## src/rtl/scct_irq_master.sv

```systemverilog
// scct interrupt service initiator: enables IE at init, then on irq reads IS, acks channels lowest-first, queues {ch, ts} events.
// Latency: irq registered (1 cycle), IS readback after RD_LAT, one event per PUSH/ACK pair (2 cycles per channel).
// Backpressure: a full event FIFO parks the FSM in PUSH without acking, so pending channels stay pending in scct.

`ifndef SCCT_N_CHANNELS
`define SCCT_N_CHANNELS 8
`endif
`ifndef SCCT_CH_IS
`define SCCT_CH_IS 5'h04
`endif
`ifndef SCCT_CH_IE
`define SCCT_CH_IE 5'h05
`endif

// Generic first-word fall-through FIFO.
// Latency: write visible at rd_dat the cycle after wr_vld.
// Backpressure: caller must not push when full unless popping in the same cycle.
module scct_evt_fifo #(
    parameter int W     = 8,
    parameter int DEPTH = 4
) (
    input  logic         clk,
    input  logic         rst,
    input  logic         wr_vld,
    input  logic [W-1:0] wr_dat,
    input  logic         rd_rdy,
    output logic [W-1:0] rd_dat,
    output logic         full,
    output logic         empty
);
    localparam int AW = $clog2(DEPTH);
    localparam int PW = AW + 1;

    logic [W-1:0]  mem_q [DEPTH];
    logic [PW-1:0] wr_ptr_q, wr_ptr_d;
    logic [PW-1:0] rd_ptr_q, rd_ptr_d;

    always_comb begin
        empty    = (wr_ptr_q == rd_ptr_q);
        full     = (wr_ptr_q[AW] != rd_ptr_q[AW]) && (wr_ptr_q[AW-1:0] == rd_ptr_q[AW-1:0]);
        wr_ptr_d = wr_ptr_q + PW'(wr_vld);
        rd_ptr_d = rd_ptr_q + PW'(rd_rdy);
        rd_dat   = mem_q[rd_ptr_q[AW-1:0]];
    end

    always_ff @(posedge clk) begin
        if (rst) begin
            wr_ptr_q <= '0;
            rd_ptr_q <= '0;
        end else begin
            wr_ptr_q <= wr_ptr_d;
            rd_ptr_q <= rd_ptr_d;
        end
    end

    always_ff @(posedge clk) begin
        if (wr_vld) mem_q[wr_ptr_q[AW-1:0]] <= wr_dat;
    end
endmodule

module scct_irq_master #(
    parameter int              N_CH       = `SCCT_N_CHANNELS,
    parameter int              CH_W       = 3,
    parameter int              TS_W       = 16,
    parameter int              FIFO_DEPTH = 4,
    parameter int              RD_LAT     = 1,
    parameter logic [4:0]      ADDR_IS    = `SCCT_CH_IS,
    parameter logic [4:0]      ADDR_IE    = `SCCT_CH_IE,
    parameter logic [N_CH-1:0] IE_MASK    = {N_CH{1'b1}}
) (
    input  logic                 clk,
    input  logic                 rst,
    output logic [4:0]           address,
    output logic                 read,
    input  logic [31:0]          readdata,
    output logic [31:0]          writedata,
    output logic                 write,
    input  logic                 irq,
    output logic                 evt_valid,
    input  logic                 evt_ready,
    output logic [CH_W+TS_W-1:0] evt_data,
    output logic                 busy
);
    typedef enum logic [2:0] {
        S_INIT, S_IDLE, S_RD_IS, S_WAIT, S_DECIDE, S_PUSH, S_ACK
    } state_t;

    typedef struct packed {
        logic [CH_W-1:0] ch;
        logic [TS_W-1:0] ts;
    } evt_t;

    localparam int               LAT_W   = $clog2(RD_LAT + 1);
    localparam logic [LAT_W-1:0] LAT_MAX = LAT_W'(RD_LAT);

    state_t            state_q, state_d;
    logic [LAT_W-1:0]  lat_q, lat_d;
    logic [N_CH-1:0]   is_q, is_d;
    logic [TS_W-1:0]   ts_q, ts_d;
    logic              irq_q;
    logic [4:0]        address_q, address_d;
    logic [31:0]       writedata_q, writedata_d;

    logic [CH_W-1:0]   ch;
    logic [N_CH-1:0]   ch_bit;
    logic              evt_push, evt_pop, fifo_full, fifo_empty;
    evt_t              evt_in, evt_out;
    logic              unused_rd;

    // Bits of readdata at and above N_CH are deliberately dropped.
    assign unused_rd = ^readdata;

    // Lowest set bit of the latched status wins.
    always_comb begin
        ch = '0;
        for (int i = N_CH - 1; i >= 0; i--) begin
            if (is_q[i]) ch = CH_W'(i);
        end
        ch_bit = N_CH'(1) << ch;
    end

    always_ff @(posedge clk) begin
        if (rst) begin
            state_q     <= S_INIT;
            lat_q       <= '0;
            is_q        <= '0;
            ts_q        <= '0;
            irq_q       <= 1'b0;
            address_q   <= '0;
            writedata_q <= '0;
        end else begin
            state_q     <= state_d;
            lat_q       <= lat_d;
            is_q        <= is_d;
            ts_q        <= ts_d;
            irq_q       <= irq;
            address_q   <= address_d;
            writedata_q <= writedata_d;
        end
    end

    always_comb begin
        state_d = state_q;
        lat_d   = lat_q;
        is_d    = is_q;
        ts_d    = ts_q + TS_W'(1);
        case (state_q)
            S_INIT:  state_d = S_IDLE;
            S_IDLE:  if (irq_q) state_d = S_RD_IS;
            S_RD_IS: begin
                state_d = S_WAIT;
                lat_d   = LAT_W'(1);
            end
            S_WAIT: begin
                if (lat_q == LAT_MAX) begin
                    is_d    = readdata[N_CH-1:0];
                    state_d = S_DECIDE;
                end else begin
                    lat_d = lat_q + LAT_W'(1);
                end
            end
            S_DECIDE: state_d = (is_q == '0) ? S_IDLE : S_PUSH;
            S_PUSH:   if (evt_push) state_d = S_ACK;
            S_ACK: begin
                // Drain the latched status before re-reading for late arrivals.
                is_d    = is_q & ~ch_bit;
                state_d = (is_d != '0) ? S_PUSH : S_RD_IS;
            end
            default:  state_d = S_INIT;
        endcase
    end

    // Strobes are gated by rst so nothing reaches the bus while reset is held.
    always_comb begin
        read        = 1'b0;
        write       = 1'b0;
        address_d   = address_q;
        writedata_d = writedata_q;
        if (!rst) begin
            case (state_q)
                S_INIT: begin
                    write       = 1'b1;
                    address_d   = ADDR_IE;
                    writedata_d = 32'(IE_MASK);
                end
                S_RD_IS: begin
                    read      = 1'b1;
                    address_d = ADDR_IS;
                end
                S_ACK: begin
                    write       = 1'b1;
                    address_d   = ADDR_IS;
                    writedata_d = 32'b1 << ch;
                end
                default: ;
            endcase
        end
        address   = address_d;
        writedata = writedata_d;
        busy      = (state_q != S_IDLE);
        evt_valid = !fifo_empty;
        evt_pop   = evt_valid && evt_ready;
        evt_push  = !rst && (state_q == S_PUSH) && (!fifo_full || evt_pop);
        evt_in    = '{ch: ch, ts: ts_q};
        evt_data  = evt_out;
    end

    scct_evt_fifo #(
        .W     ($bits(evt_t)),
        .DEPTH (FIFO_DEPTH)
    ) u_fifo (
        .clk    (clk),
        .rst    (rst),
        .wr_vld (evt_push),
        .wr_dat (evt_in),
        .rd_rdy (evt_pop),
        .rd_dat (evt_out),
        .full   (fifo_full),
        .empty  (fifo_empty)
    );
endmodule
```

## config.mk

```make
export PLATFORM = sky130hd
export DESIGN_NAME = scct_irq_master
export DESIGN_NICKNAME = d
export VERILOG_FILES = /design/src/rtl/scct_irq_master.sv
export SDC_FILE = /design/constraint.sdc
export NUM_CORES = 1
export LEC_CHECK = 0
export CAP_MARGIN = 40
export CORE_AREA = 2 2 109 111
export DETAILED_ROUTE_END_ITERATION = 10
export DIE_AREA = 0 0 111 113
export GPL_TIMING_DRIVEN = 0
export PLACE_DENSITY = 0.82
export SYNTH_ARGS = -nofsm -noshare
export SYNTH_HDL_FRONTEND = slang
export SYNTH_HIERARCHICAL = 1
export SYNTH_SLANG_ARGS = --single-unit
```

## constraint.sdc

```tcl
create_clock -name clk -period 4.6 [get_ports clk]
set_clock_uncertainty 0.15 [all_clocks]
set_input_delay 0.92 -clock clk [delete_from_list [all_inputs] [get_ports clk]]
set_output_delay 0.92 -clock clk [all_outputs]
set_load 0.005 [all_outputs]
```

==> impl_metrics.csv, run 1 <==
group,metric,value,unit
outcome,status,"finished clean",
place,post-place-ws,-0.2052,ns
logic_synthesis,netlist_area,5873,um^2
detailed_routing,vias,3962,
detailed_routing,routed_wl,12440,um
finish,fillers,807,
die,io_pins,96,
timing,slew_headroom,45.08,%
logic_synthesis,syn-num-nets,511,
detailed_routing,drt-initial-drc-count,247,
finish,drive_gt1_share,12.28,%
logic_synthesis,ys_async_sr_fraction,0,%
logic_synthesis,synth_seq_cells,148,
global_routing,grt_pass1_wl,20500,um
timing,fmax,0.2291,GHz
die,num_rows,39,
run,maxCapViolCount,0,
die,die_w,111,um
place,hpwlAfterDp,8531,um
place,gp_congestion,0.8247,
place,io_buffers,71,
finish,areaGrowthSynthToFinish,26.99,%
detailed_routing,ant_nets,0,
global_routing,overflow,0,
detailed_routing,vias_per_cell,5.495,
logic_synthesis,yosysUniqueCellTypes,50,
finish,final_nets,606,
die,start_util,52.10,%
timing,layout_min_cycle_time,4.364,ns
clock_tree,htree_levels,4,
critical_path,crit_path_max_fanout,10,
critical_path,required,3.53,ns
timing,setup_ws,0.2358,ns
logic_synthesis,seq_area_frac_synth,63.40,%
power,p_leak,2.705,nW
logic_synthesis,ys.flop_type,"edfxtp_1",
power,p_total,2.978,mW
critical_path,crit_type,"in2out",
clock_tree,cts_buffers,17,
die,dieArea,12540,um^2
detailed_routing,drc,0,
timing,final_hold_viol_count,0,
logic_synthesis,synth_enable_flop_cells,76,
logic_synthesis,syn_inst,470,
power,power_density,399.2,nW/um^2
clock_tree,cts_tree,"yes",
critical_path,startpoint_type,"primary input",
die,core,11270,um^2
worst_hold_path,hp-class,"reg2reg",
finish,diodes,0,
timing,rsz0062_at_grt,"no",
power,vdd_drop_max,0.3751,mV
clock_tree,clk_pin_slew,0.06,ns
global_routing,grt_pass1_vias,4104,
timing,tightest_slew,0.8175,ns
global_routing,grt_max_degree,17,
global_routing,grt_usage,20.94,%
clock_tree,clock_path_buffers,2,
detailed_routing,drt_pass1_iterations,5,
logic_synthesis,yosys_warnings,6,
timing,drv_slew,0,
clock_tree,clock-sinks,148,
logic_synthesis,postSynthAreaPerCell,12.50,um^2
critical_path,worstPathArrival,3.29,ns
detailed_routing,wl_per_cell,17.26,um
critical_path,end_kind,"output port",
global_routing,antenna_found_initial,0,
timing,fin_crit_sh,94.87,%
die,die_h,113,um
clock_tree,clkLatencyLatePin,0.41,ns
clock_tree,cts-root-buf,"clkbuf_16",
timing,finalSetupViolations,0,
[layout by cell type (no fill, tap or decap), drive strengths merged, types with 16 or more instances in the layout]
| cell type | instances |
|---|---|
| o21ai | 16 |
| nand2 | 18 |
| nor2b | 32 |
| mux4 | 19 |
| clkbuf | 33 |
| a21oi | 24 |
| edfxtp | 76 |
| and2 | 31 |
| nor2 | 55 |
| clkdlybuf4s50 | 71 |
| dfxtp | 72 |
[through the flow]
step / cell area, um^2 / hold slack (ns) / util (%) / instances / setup TNS, ns
3_5_place_dp: 6838 / 0.2886 / 60.66 / 689 / -1.019
5_1_grt: 7458 / 0.3162 / 66.17 / 721 / 0
3_3_place_gp: 6763 / 0.2848 / 60.00 / 684 / -16.71
4_1_cts: 7456 / 0.3043 / 66.15 / 721 / 0
6_report: 7458 / 0.2987 / 66.17 / 721 / 0
2_1_floorplan: 5873 / 0.2709 / - / 470 / 0
[cell usage after synthesis (5+ instances only)]
master     n  area (um^2)
ha_1       5        62.56
inv_1      5        18.77
clkbuf_1  16        60.06
a22oi_1    7        52.55
edfxtp_1  76         2282
nor2b_1   32        200.2
o21ai_0   15        75.07
and3_1     5        31.28
and2_1    31        193.9
nor3_1    12        60.06
dfxtp_1   72         1441
nor4_1     5        31.28
or3_1      5        31.28
xor2_1     8        70.07
nand2_1   18        67.56
nand3_1   10        50.05
a21oi_1   24        120.1
nor2_1    55        206.5
buf_2      5        25.02
xnor2_1    6        52.55
mux4_2    19        427.9
[layer usage]
layer | track usage, % | share of wire (%) | routed length, um
met1 | 25.68 | 42 | 5208
met2 | 35.91 | 51 | 6298
met3 | 6.320 | 6.4 | 799
met5 | 0 | 0 | 0
met4 | 6.667 | 1.1 | 135
[path summary, 6_finish.rpt]
path / from / to / slack [ns] / cells after the start
max: rst / writedata[2] / 0.24 / 7
min: writedata_q[13] / writedata_q[13] / 0.30 / 1
max reg2reg: u_fifo/rd_ptr_q[1] / u_fifo/mem_q[1][13] / 1.71 / 8
min reg2reg: writedata_q[13] / writedata_q[13] / 0.30 / 1
[cell families (layout without fill, tap and decap cells)]
| kind of cell | after synthesis | count (layout) | synth area share [%] |
|---|---|---|---|
| compound gates | 65 | 65 | 6.839 |
| mux | 20 | 20 | 7.478 |
| simple gates | 187 | 187 | 16.66 |
| flops | 148 | 148 | 63.40 |
| fa+ha+maj | 5 | 5 | 1.065 |
| xor+xnor | 14 | 14 | 2.088 |
| buf+inv | 31 | 139 | 2.471 |
[timing repair]
action / in CTS / in global routing
pin swaps: 0 / 0
hold buffers: 0 / 0
resized for setup: 2 / 4
setup buffers: 0 / 0
endpoints found under the setup margin: 29 / 6
[registers in the layout, indices dropped and copies added (netlist names)]
register         cells
u_fifo/wr_ptr_q      3
writedata_q         32
address_q            5
lat_q                1
irq_q                1
u_fifo/rd_ptr_q      3
ts_q                16
is_q                 8
u_fifo/mem_q        76
state_q              3
[power by group]
group | internal, mW | total, mW | switching [mW]
clock network | 0.856 | 1.39 | 0.538
logic | 0.0777 | 0.170 | 0.0923
registers | 1.40 | 1.41 | 0.0156
total | 2.33 | 2.98 | 0.646
[worst max-delay path: stages]
cell and delay, ns:
clkdlybuf4s50_1 0.57, clkbuf_2 0.30, nor4_4 0.44, clkbuf_2 0.31, nor2_1 0.06, a31oi_1 0.17
clkdlybuf4s50_1 0.53
[cell type report]
type / count / area (um^2) / area share (%)
plain buffers: 25 / 125.1 / 1.678
clock inverters: 15 / 177.7 / 2.382
inverters: 6 / 22.52 / 0.3020
repair buffers: 76 / 778.2 / 10.43
flip-flops and latches: 148 / 3724 / 49.92
clock buffers: 17 / 425.4 / 5.704
multi-input cells: 291 / 2027 / 27.18
well taps: 143 / 178.9 / 2.399
No activity file was read; power rests on OpenSTA's default activity.
==> run 2, diff against run 1 <==
--- a/config.mk
+++ b/config.mk
@@ -5,6 +5,7 @@
 export SDC_FILE = /design/constraint.sdc
 export NUM_CORES = 1
 export LEC_CHECK = 0
+export ABC_AREA = 0
 export CAP_MARGIN = 40
 export CORE_AREA = 2 2 109 111
 export DETAILED_ROUTE_END_ITERATION = 10
==> results of run 2 <==
No change in the layout: final DEF, timing and power equal those of run 1.
==> run 3, diff against run 2 <==
--- a/config.mk
+++ b/config.mk
@@ -16,3 +16,4 @@
 export SYNTH_HDL_FRONTEND = slang
 export SYNTH_HIERARCHICAL = 1
 export SYNTH_SLANG_ARGS = --single-unit
+export TNS_END_PERCENT = 10
==> results of run 3 <==
No change in the layout: final DEF, timing and power equal those of run 1.
